$ cat config.mk
export PLATFORM = sky130hd
export DESIGN_NAME = uart_rx_flat
export DESIGN_NICKNAME = d
export VERILOG_FILES = /design/src/rtl/uart_pkg.sv /design/src/rtl/uart_rx_if.sv /design/src/rtl/uart_sync.sv /design/src/rtl/uart_rx.sv /design/src/flat_wrapper.sv
export SDC_FILE = /design/constraint.sdc
export NUM_CORES = 1
export LEC_CHECK = 0
export ABC_AREA = 1
export BUFFER_PORTS_ARGS = -buffer_cell sky130_fd_sc_hd__buf_2
export CORE_MARGIN = 2
export CORE_UTILIZATION = 55
export DETAILED_ROUTE_END_ITERATION = 7
export PLACE_DENSITY = 0.76
export REMOVE_ABC_BUFFERS = 1
export SLEW_MARGIN = 30
export SYNTH_ARGS = -nofsm -noshare
export SYNTH_HDL_FRONTEND = slang
export SYNTH_HIERARCHICAL = 1
export SYNTH_SLANG_ARGS = --single-unit
$ cat constraint.sdc
create_clock -name clk -period 1.5 [get_ports clk]
set_input_delay 0.225 -clock clk [delete_from_list [all_inputs] [get_ports clk]]
set_output_delay 0.225 -clock clk [all_outputs]
set_load 0.005 [all_outputs]
$ cat src/rtl/uart_pkg.sv
// ---------------------------------------------------------------------------
// uart_pkg
// Shared definitions for the team's UART blocks (uart_tx and uart_rx).
//  - Baud divider table for a 50 MHz clock. One bit period is DIV+1 clocks.
//  - baud_div(): maps the 4-bit baud select code to its divider.
//  - Receiver FSM state encoding.
// No ports; import with "import uart_pkg::*;".
// ---------------------------------------------------------------------------
package uart_pkg;

  localparam int BAUD_DIV_9600   = 5207;
  localparam int BAUD_DIV_19200  = 2603;
  localparam int BAUD_DIV_38400  = 1301;
  localparam int BAUD_DIV_57600  = 867;
  localparam int BAUD_DIV_115200 = 433;

  localparam int BAUD_DIV_W = 14;

  typedef enum logic [1:0] {
    ST_IDLE  = 2'd0,
    ST_START = 2'd1,
    ST_DATA  = 2'd2,
    ST_STOP  = 2'd3
  } uart_state_e;

  // Unused select codes fall back to 9600 so a miswired select still
  // produces a slow but usable link.
  function automatic logic [BAUD_DIV_W-1:0] baud_div(input logic [3:0] sel);
    logic [BAUD_DIV_W-1:0] div;
    case (sel)
      4'd1:    div = BAUD_DIV_W'(BAUD_DIV_19200);
      4'd2:    div = BAUD_DIV_W'(BAUD_DIV_38400);
      4'd3:    div = BAUD_DIV_W'(BAUD_DIV_57600);
      4'd4:    div = BAUD_DIV_W'(BAUD_DIV_115200);
      default: div = BAUD_DIV_W'(BAUD_DIV_9600);
    endcase
    return div;
  endfunction

endpackage

$ cat src/rtl/uart_rx_if.sv
// ---------------------------------------------------------------------------
// uart_rx_if
// Signal bundle between the serial pin side / command decoder and uart_rx.
//  set_Baud_rate  4  baud select code (see uart_pkg::baud_div)
//  en             1  receive enable
//  RX             1  serial input, idle high, asynchronous to clk
//  data           8  last good byte, held until the next good frame
//  rx_done        1  1-clock pulse: data was just updated
//  frame_err      1  1-clock pulse: stop bit sampled low
//  busy           1  high while a frame is being received
// master drives the controls and RX; slave is the receiver.
// ---------------------------------------------------------------------------
interface uart_rx_if;

  logic [3:0] set_Baud_rate;
  logic       en;
  logic       RX;
  logic [7:0] data;
  logic       rx_done;
  logic       frame_err;
  logic       busy;

  modport master (
    output set_Baud_rate, en, RX,
    input  data, rx_done, frame_err, busy
  );

  modport slave (
    input  set_Baud_rate, en, RX,
    output data, rx_done, frame_err, busy
  );

endinterface

$ cat src/rtl/uart_sync.sv
// ---------------------------------------------------------------------------
// uart_sync
// N-flop synchronizer for an asynchronous serial line. Resets to 1 so an
// idle-high line never looks like a start bit straight out of reset.
//  clk    in  system clock
//  rst_n  in  asynchronous active-low reset
//  d_i    in  asynchronous input
//  q_o    out synchronized output, N clocks behind d_i
// N must be at least 2.
// ---------------------------------------------------------------------------
module uart_sync #(
  parameter int N = 2
) (
  input  logic clk,
  input  logic rst_n,
  input  logic d_i,
  output logic q_o
);

  logic [N-1:0] sync_q;

  // Shift chain; only the last stage is used by the receiver.
  always_ff @(posedge clk or negedge rst_n) begin
    if (!rst_n) begin
      sync_q <= '1;
    end else begin
      sync_q <= {sync_q[N-2:0], d_i};
    end
  end

  assign q_o = sync_q[N-1];

endmodule

$ cat src/rtl/uart_rx.sv
// ---------------------------------------------------------------------------
// uart_rx
// 8N1 UART receiver, LSB first, 50 MHz clock. Detects the start edge,
// samples every bit at its midpoint and delivers one byte per frame.
//  clk    in   system clock, 50 MHz
//  rst_n  in   asynchronous active-low reset
//  rx_if  slave modport of uart_rx_if (controls, RX, data and status)
// Parameters:
//  SYNC_STAGES  RX metastability flops (min 2)
//  DIV_W        width of the bit-period counter
// ---------------------------------------------------------------------------
module uart_rx
  import uart_pkg::*;
#(
  parameter int SYNC_STAGES = 2,
  parameter int DIV_W       = 14
) (
  input  logic      clk,
  input  logic      rst_n,
  uart_rx_if.slave  rx_if
);

  logic              rxS;
  logic              rxPrev_q;
  logic              fallEdge;

  uart_state_e       state_q,    state_d;
  logic [DIV_W-1:0]  cnt_q,      cnt_d;
  logic [DIV_W-1:0]  div_q,      div_d;
  logic [2:0]        bitIdx_q,   bitIdx_d;
  logic [7:0]        shReg_q,    shReg_d;
  logic [7:0]        data_q,     data_d;
  logic              rxDone_q,   rxDone_d;
  logic              frameErr_q, frameErr_d;

  uart_sync #(.N(SYNC_STAGES)) u_sync (
    .clk   (clk),
    .rst_n (rst_n),
    .d_i   (rx_if.RX),
    .q_o   (rxS)
  );

  // The previous sample tracks the line in every state, so a line that went
  // low while a frame was in progress (or held low as a break) must be seen
  // high again before the next start edge can be detected.
  always_ff @(posedge clk or negedge rst_n) begin
    if (!rst_n) begin
      rxPrev_q <= 1'b1;
    end else begin
      rxPrev_q <= rxS;
    end
  end

  assign fallEdge = rxPrev_q & ~rxS;

  // State and datapath registers.
  always_ff @(posedge clk or negedge rst_n) begin
    if (!rst_n) begin
      state_q    <= ST_IDLE;
      cnt_q      <= '0;
      div_q      <= DIV_W'(BAUD_DIV_9600);
      bitIdx_q   <= '0;
      shReg_q    <= '0;
      data_q     <= '0;
      rxDone_q   <= 1'b0;
      frameErr_q <= 1'b0;
    end else begin
      state_q    <= state_d;
      cnt_q      <= cnt_d;
      div_q      <= div_d;
      bitIdx_q   <= bitIdx_d;
      shReg_q    <= shReg_d;
      data_q     <= data_d;
      rxDone_q   <= rxDone_d;
      frameErr_q <= frameErr_d;
    end
  end

  // Next-state logic. The divider is captured on the start edge so the
  // baud select may change freely while a frame is in flight. START waits
  // half a bit period to land on the middle of the start bit; every later
  // sample is one full period further on. STOP returns to IDLE at the stop
  // bit's midpoint so a back-to-back start edge is not missed.
  always_comb begin
    state_d    = state_q;
    cnt_d      = cnt_q;
    div_d      = div_q;
    bitIdx_d   = bitIdx_q;
    shReg_d    = shReg_q;
    data_d     = data_q;
    rxDone_d   = 1'b0;
    frameErr_d = 1'b0;

    if (!rx_if.en) begin
      state_d  = ST_IDLE;
      cnt_d    = '0;
      bitIdx_d = '0;
    end else begin
      case (state_q)
        ST_IDLE: begin
          if (fallEdge) begin
            state_d  = ST_START;
            cnt_d    = '0;
            bitIdx_d = '0;
            div_d    = DIV_W'(baud_div(rx_if.set_Baud_rate));
          end
        end

        ST_START: begin
          if (cnt_q == (div_q >> 1)) begin
            cnt_d = '0;
            if (rxS) begin
              state_d = ST_IDLE;
            end else begin
              state_d  = ST_DATA;
              bitIdx_d = '0;
            end
          end else begin
            cnt_d = cnt_q + DIV_W'(1);
          end
        end

        ST_DATA: begin
          if (cnt_q == div_q) begin
            shReg_d[bitIdx_q] = rxS;
            cnt_d             = '0;
            if (bitIdx_q == 3'd7) begin
              state_d = ST_STOP;
            end else begin
              bitIdx_d = bitIdx_q + 3'd1;
            end
          end else begin
            cnt_d = cnt_q + DIV_W'(1);
          end
        end

        ST_STOP: begin
          if (cnt_q == div_q) begin
            if (rxS) begin
              data_d   = shReg_q;
              rxDone_d = 1'b1;
            end else begin
              frameErr_d = 1'b1;
            end
            state_d = ST_IDLE;
            cnt_d   = '0;
          end else begin
            cnt_d = cnt_q + DIV_W'(1);
          end
        end

        default: begin
          state_d = ST_IDLE;
          cnt_d   = '0;
        end
      endcase
    end
  end

  assign rx_if.data      = data_q;
  assign rx_if.rx_done   = rxDone_q;
  assign rx_if.frame_err = frameErr_q;
  assign rx_if.busy      = (state_q != ST_IDLE);

endmodule

$ cat src/flat_wrapper.sv
// flat-port wrapper written by rule: the top's interface ports become plain ports
module uart_rx_flat import uart_pkg::*;
#(
  parameter int SYNC_STAGES = 2,
  parameter int DIV_W       = 14
)
  (clk, rst_n, rx_if_set_Baud_rate, rx_if_en, rx_if_RX, rx_if_data, rx_if_rx_done, rx_if_frame_err, rx_if_busy);
  uart_rx_if rx_if_i ();
  input  logic clk;
  input  logic rst_n;
  input wire logic [$bits(rx_if_i.set_Baud_rate)-1:0] rx_if_set_Baud_rate;
  input wire logic [$bits(rx_if_i.en)-1:0] rx_if_en;
  input wire logic [$bits(rx_if_i.RX)-1:0] rx_if_RX;
  output wire logic [$bits(rx_if_i.data)-1:0] rx_if_data;
  output wire logic [$bits(rx_if_i.rx_done)-1:0] rx_if_rx_done;
  output wire logic [$bits(rx_if_i.frame_err)-1:0] rx_if_frame_err;
  output wire logic [$bits(rx_if_i.busy)-1:0] rx_if_busy;
  assign rx_if_i.set_Baud_rate = rx_if_set_Baud_rate;
  assign rx_if_i.en = rx_if_en;
  assign rx_if_i.RX = rx_if_RX;
  assign rx_if_data = rx_if_i.data;
  assign rx_if_rx_done = rx_if_i.rx_done;
  assign rx_if_frame_err = rx_if_i.frame_err;
  assign rx_if_busy = rx_if_i.busy;
  uart_rx #(.SYNC_STAGES(SYNC_STAGES), .DIV_W(DIV_W)) u_core (.clk(clk), .rst_n(rst_n), .rx_if(rx_if_i));
endmodule
==> reports/qor.csv <==
metric,value,unit
"FFs w/ async S/R, synth",1.00,
DRT iter0 DRCs,193,
crit start category,flip-flop,
CP Capture Type,flip-flop,
status,"finished, violations left",
Antenna Cells,0,
synthesized cell area,3290,um2
synth top area cells,"dfrtp_1, nand2_1, dfstp_2, inv_1, nand3_1",
"area leader, netlist",dfrtp_1,
antenna-violating nets left,0,
power consumption,5.32,mW
post-placement cell area,3900,um2
Critical Path Source,u_core/cnt_q[5],
total of max-cap violations,0,
Port Buf Inserts,18,
fmax,533,MHz
Pleak,2.49,nW
final net count,595,
FP Rows,28,
routability cong.,0.953,
DIE WIDTH,81.4,um
Final Cycle Share,1.25,
Final WS setup,-0.375,ns
die area,6620,um2
Syn Area/Cell,6.84,um2
WP data required,1.75,ns
P per Cell Area,1150,nW/um2
dominant synthesized flop cell,dfrtp_1,
peak supply drop,971,uV
Clock Tree Root,clkbuf_8,
Hold Slack,0.128,ns
Hold Path Origin,rx_if_set_Baud_rate[1],
failing checks,setup timing,
via count,3558,
# IOs,19,
clock power share,0.165,
final wirelength,10500,um
DR pass1 iterations,5,
buffer depth of the longest clock path,2,
initial core utilization,0.563,
RSZ-0062 raised after global routing,true,
Switching Share,0.421,
warnings from Yosys,6,
Max-Slew Margin vs Limit,0.536,
# DRC,0,
Netlist cell types,39,
Critical Path AT,2.13,ns
Yosys reg bits,50,
synth cell count leaders,"nand2_1, inv_1, dfrtp_1",
Core Region,5850,um2
Final setup viols,37,
synthesized netlist cell count,481,
sequential element share of the synthesized area,0.383,
CTS tree,yes,
die height,81.4,um
crit path kind,reg -> reg,
reg2reg start,u_core/cnt_q[5],
Post-synth EDFFs,0,
fin crit period,1.87,ns
Worst-Skew Late Latency,0.33,ns
CTS buffer count,5,
Final Hold Fails,0,
Clock Sinks,50,
sequential power share,0.337,
grt ovf,0,
hpwl dp,6450,um
Hold Path Class,in -> reg,
H-Tree Depth,2,
global-route wire length before repair,15400,um
synth-to-layout area growth,40.1,%
post-route cell area,4610,um2
"CTS clk-pin slew, worst paths",0.11,ns
vias per cell,5.40,
Int Power,3.08,mW
drt wl/cell,16.0,um
most frequent cell after synthesis,nand2_1,
CP max FO,6,
initial antenna violation count,0,
layout cells sized above 1,0.413,
Total Routing Usage GR,0.308,
Worst-Margin Slew,0.694,ns
Logic pwr share,0.498,
vias in the first global route,3353,
largest net degree at the start of global routing,32,
net switching power,2.24,mW
Worst Clk Skew,0.0209,ns
top cell type's share of synthesized area,0.319,
max-slew violation count,0,
-- power groups by stage --
stage	combinational, mW	sequential, mW	clock [mW]
CTS	2.26	1.77	0.872
detailed placement	2.04	1.80	0
global route	2.84	1.81	0.937
global placement	2.00	1.79	0
floorplan	1.10	1.80	0
finish	2.65	1.79	0.878
-- logic make-up (layout without fill, tap and decap cells) --
logic type	count (synthesis)	in the layout	share of synthesized area
buffers and inverters	79	180	0.0962
XOR/XNOR	13	13	0.0346
adder cells (fa/ha/maj)	4	4	0.0152
AO/OA/AOI/OAI	40	40	0.0688
AND/OR/NAND/NOR	295	297	0.402
flip-flops	50	50	0.383
-- final timing paths --
check | end | slack [ns] | depth (start not counted)
min in group asynchronous | u_core/bitIdx_q[0] | 0.39 | 2
setup / recovery | u_core/state_q[0] | -0.37 | 13
hold reg to reg | u_core/u_sync/sync_q[1] | 0.37 | 0
hold / removal | u_core/div_q[11] | 0.13 | 2
max in group asynchronous | u_core/cnt_q[2] | 0.54 | 3
setup reg to reg | u_core/state_q[0] | -0.37 | 13
-- per-layer routing --
metal  part of all wire  global-route usage  vias up  routed length, um
met4              0.035               0.108        0                370
met5                  0                   0        -                  0
met3              0.041              0.0422       32                433
met2               0.52               0.558      131               5490
met1               0.40               0.370     1695               4240
li1                   -                   -     1700                  -
-- flip-flops by register name (all words and copies together) (netlist names) --
signal / count
u_core/shReg_q: 8
u_core/rxPrev_q: 1
u_core/u_sync/sync_q: 2
u_core/rx_if.rx_done: 1
u_core/cnt_q: 14
u_core/rx_if.frame_err: 1
u_core/div_q: 10
u_core/bitIdx_q: 3
u_core/state_q: 2
u_core/rx_if.data: 8
-- placed cells by master, fill, tap and decap left out, types with 7 or more instances in the layout --
cell / Yosys / routed
nor2_2: 6 / 14
nand2_2: 5 / 17
nand3_2: 1 / 20
nor2_1: 41 / 26
o21ai_2: 1 / 10
inv_2: 13 / 15
dfrtp_1: 42 / 35
nand2_4: 1 / 7
buf_4: 2 / 79
nand2_1: 175 / 158
dfrtp_2: 0 / 7
nand3_1: 35 / 16
o21ai_0: 21 / 10
xor2_1: 8 / 8
buf_2: 8 / 18
inv_1: 50 / 47
dfstp_2: 8 / 8
nor2_4: 5 / 13
-- area by class of cell --
class | instances | area (um2)
Multi-Input combinational cell | 354 | 2080
Sequential cell | 50 | 1270
Fill cell | 398 | 1240
Timing Repair Buffer | 108 | 831
Inverter | 64 | 245
Tap cell | 75 | 93.8
Clock buffer | 5 | 68.8
Clock inverter | 3 | 26.3
-- worst max-delay path, stage by stage, from the launching register on --
cell and delay, ns:
dfrtp_2 0.45, inv_1 0.07, nand2_1 0.06, nand2_1 0.11, nor2_2 0.16, nand2_1 0.09
nor2_2 0.17, nand2_4 0.11, nand2_2 0.10, inv_2 0.05, buf_4 0.12, nor2_1 0.10
nand3_1 0.10, nand2_1 0.08
-- through the flow --
stage	setup WS [ns]	utilization	std cells	TNS [ns]
after floorplan	-0.267	-	466	-2.16
after global placement	-0.250	0.667	622	-6.26
after detailed placement	-0.263	0.667	622	-7.01
after CTS	-0.260	0.734	645	-6.80
after global routing	-0.450	0.788	659	-12.21
final	-0.375	0.788	659	-9.62
-- timing repair --
item / in CTS / in global routing
cloned: 4 / 0
resized for setup: 57 / 59
hold buffers: 2 / 0
pin swaps: 19 / 38
endpoints found under the hold margin: 12 / 0
setup buffers: 9 / 14
setup endpoints to repair: 38 / 40
(Power assumes the default switching activity.)
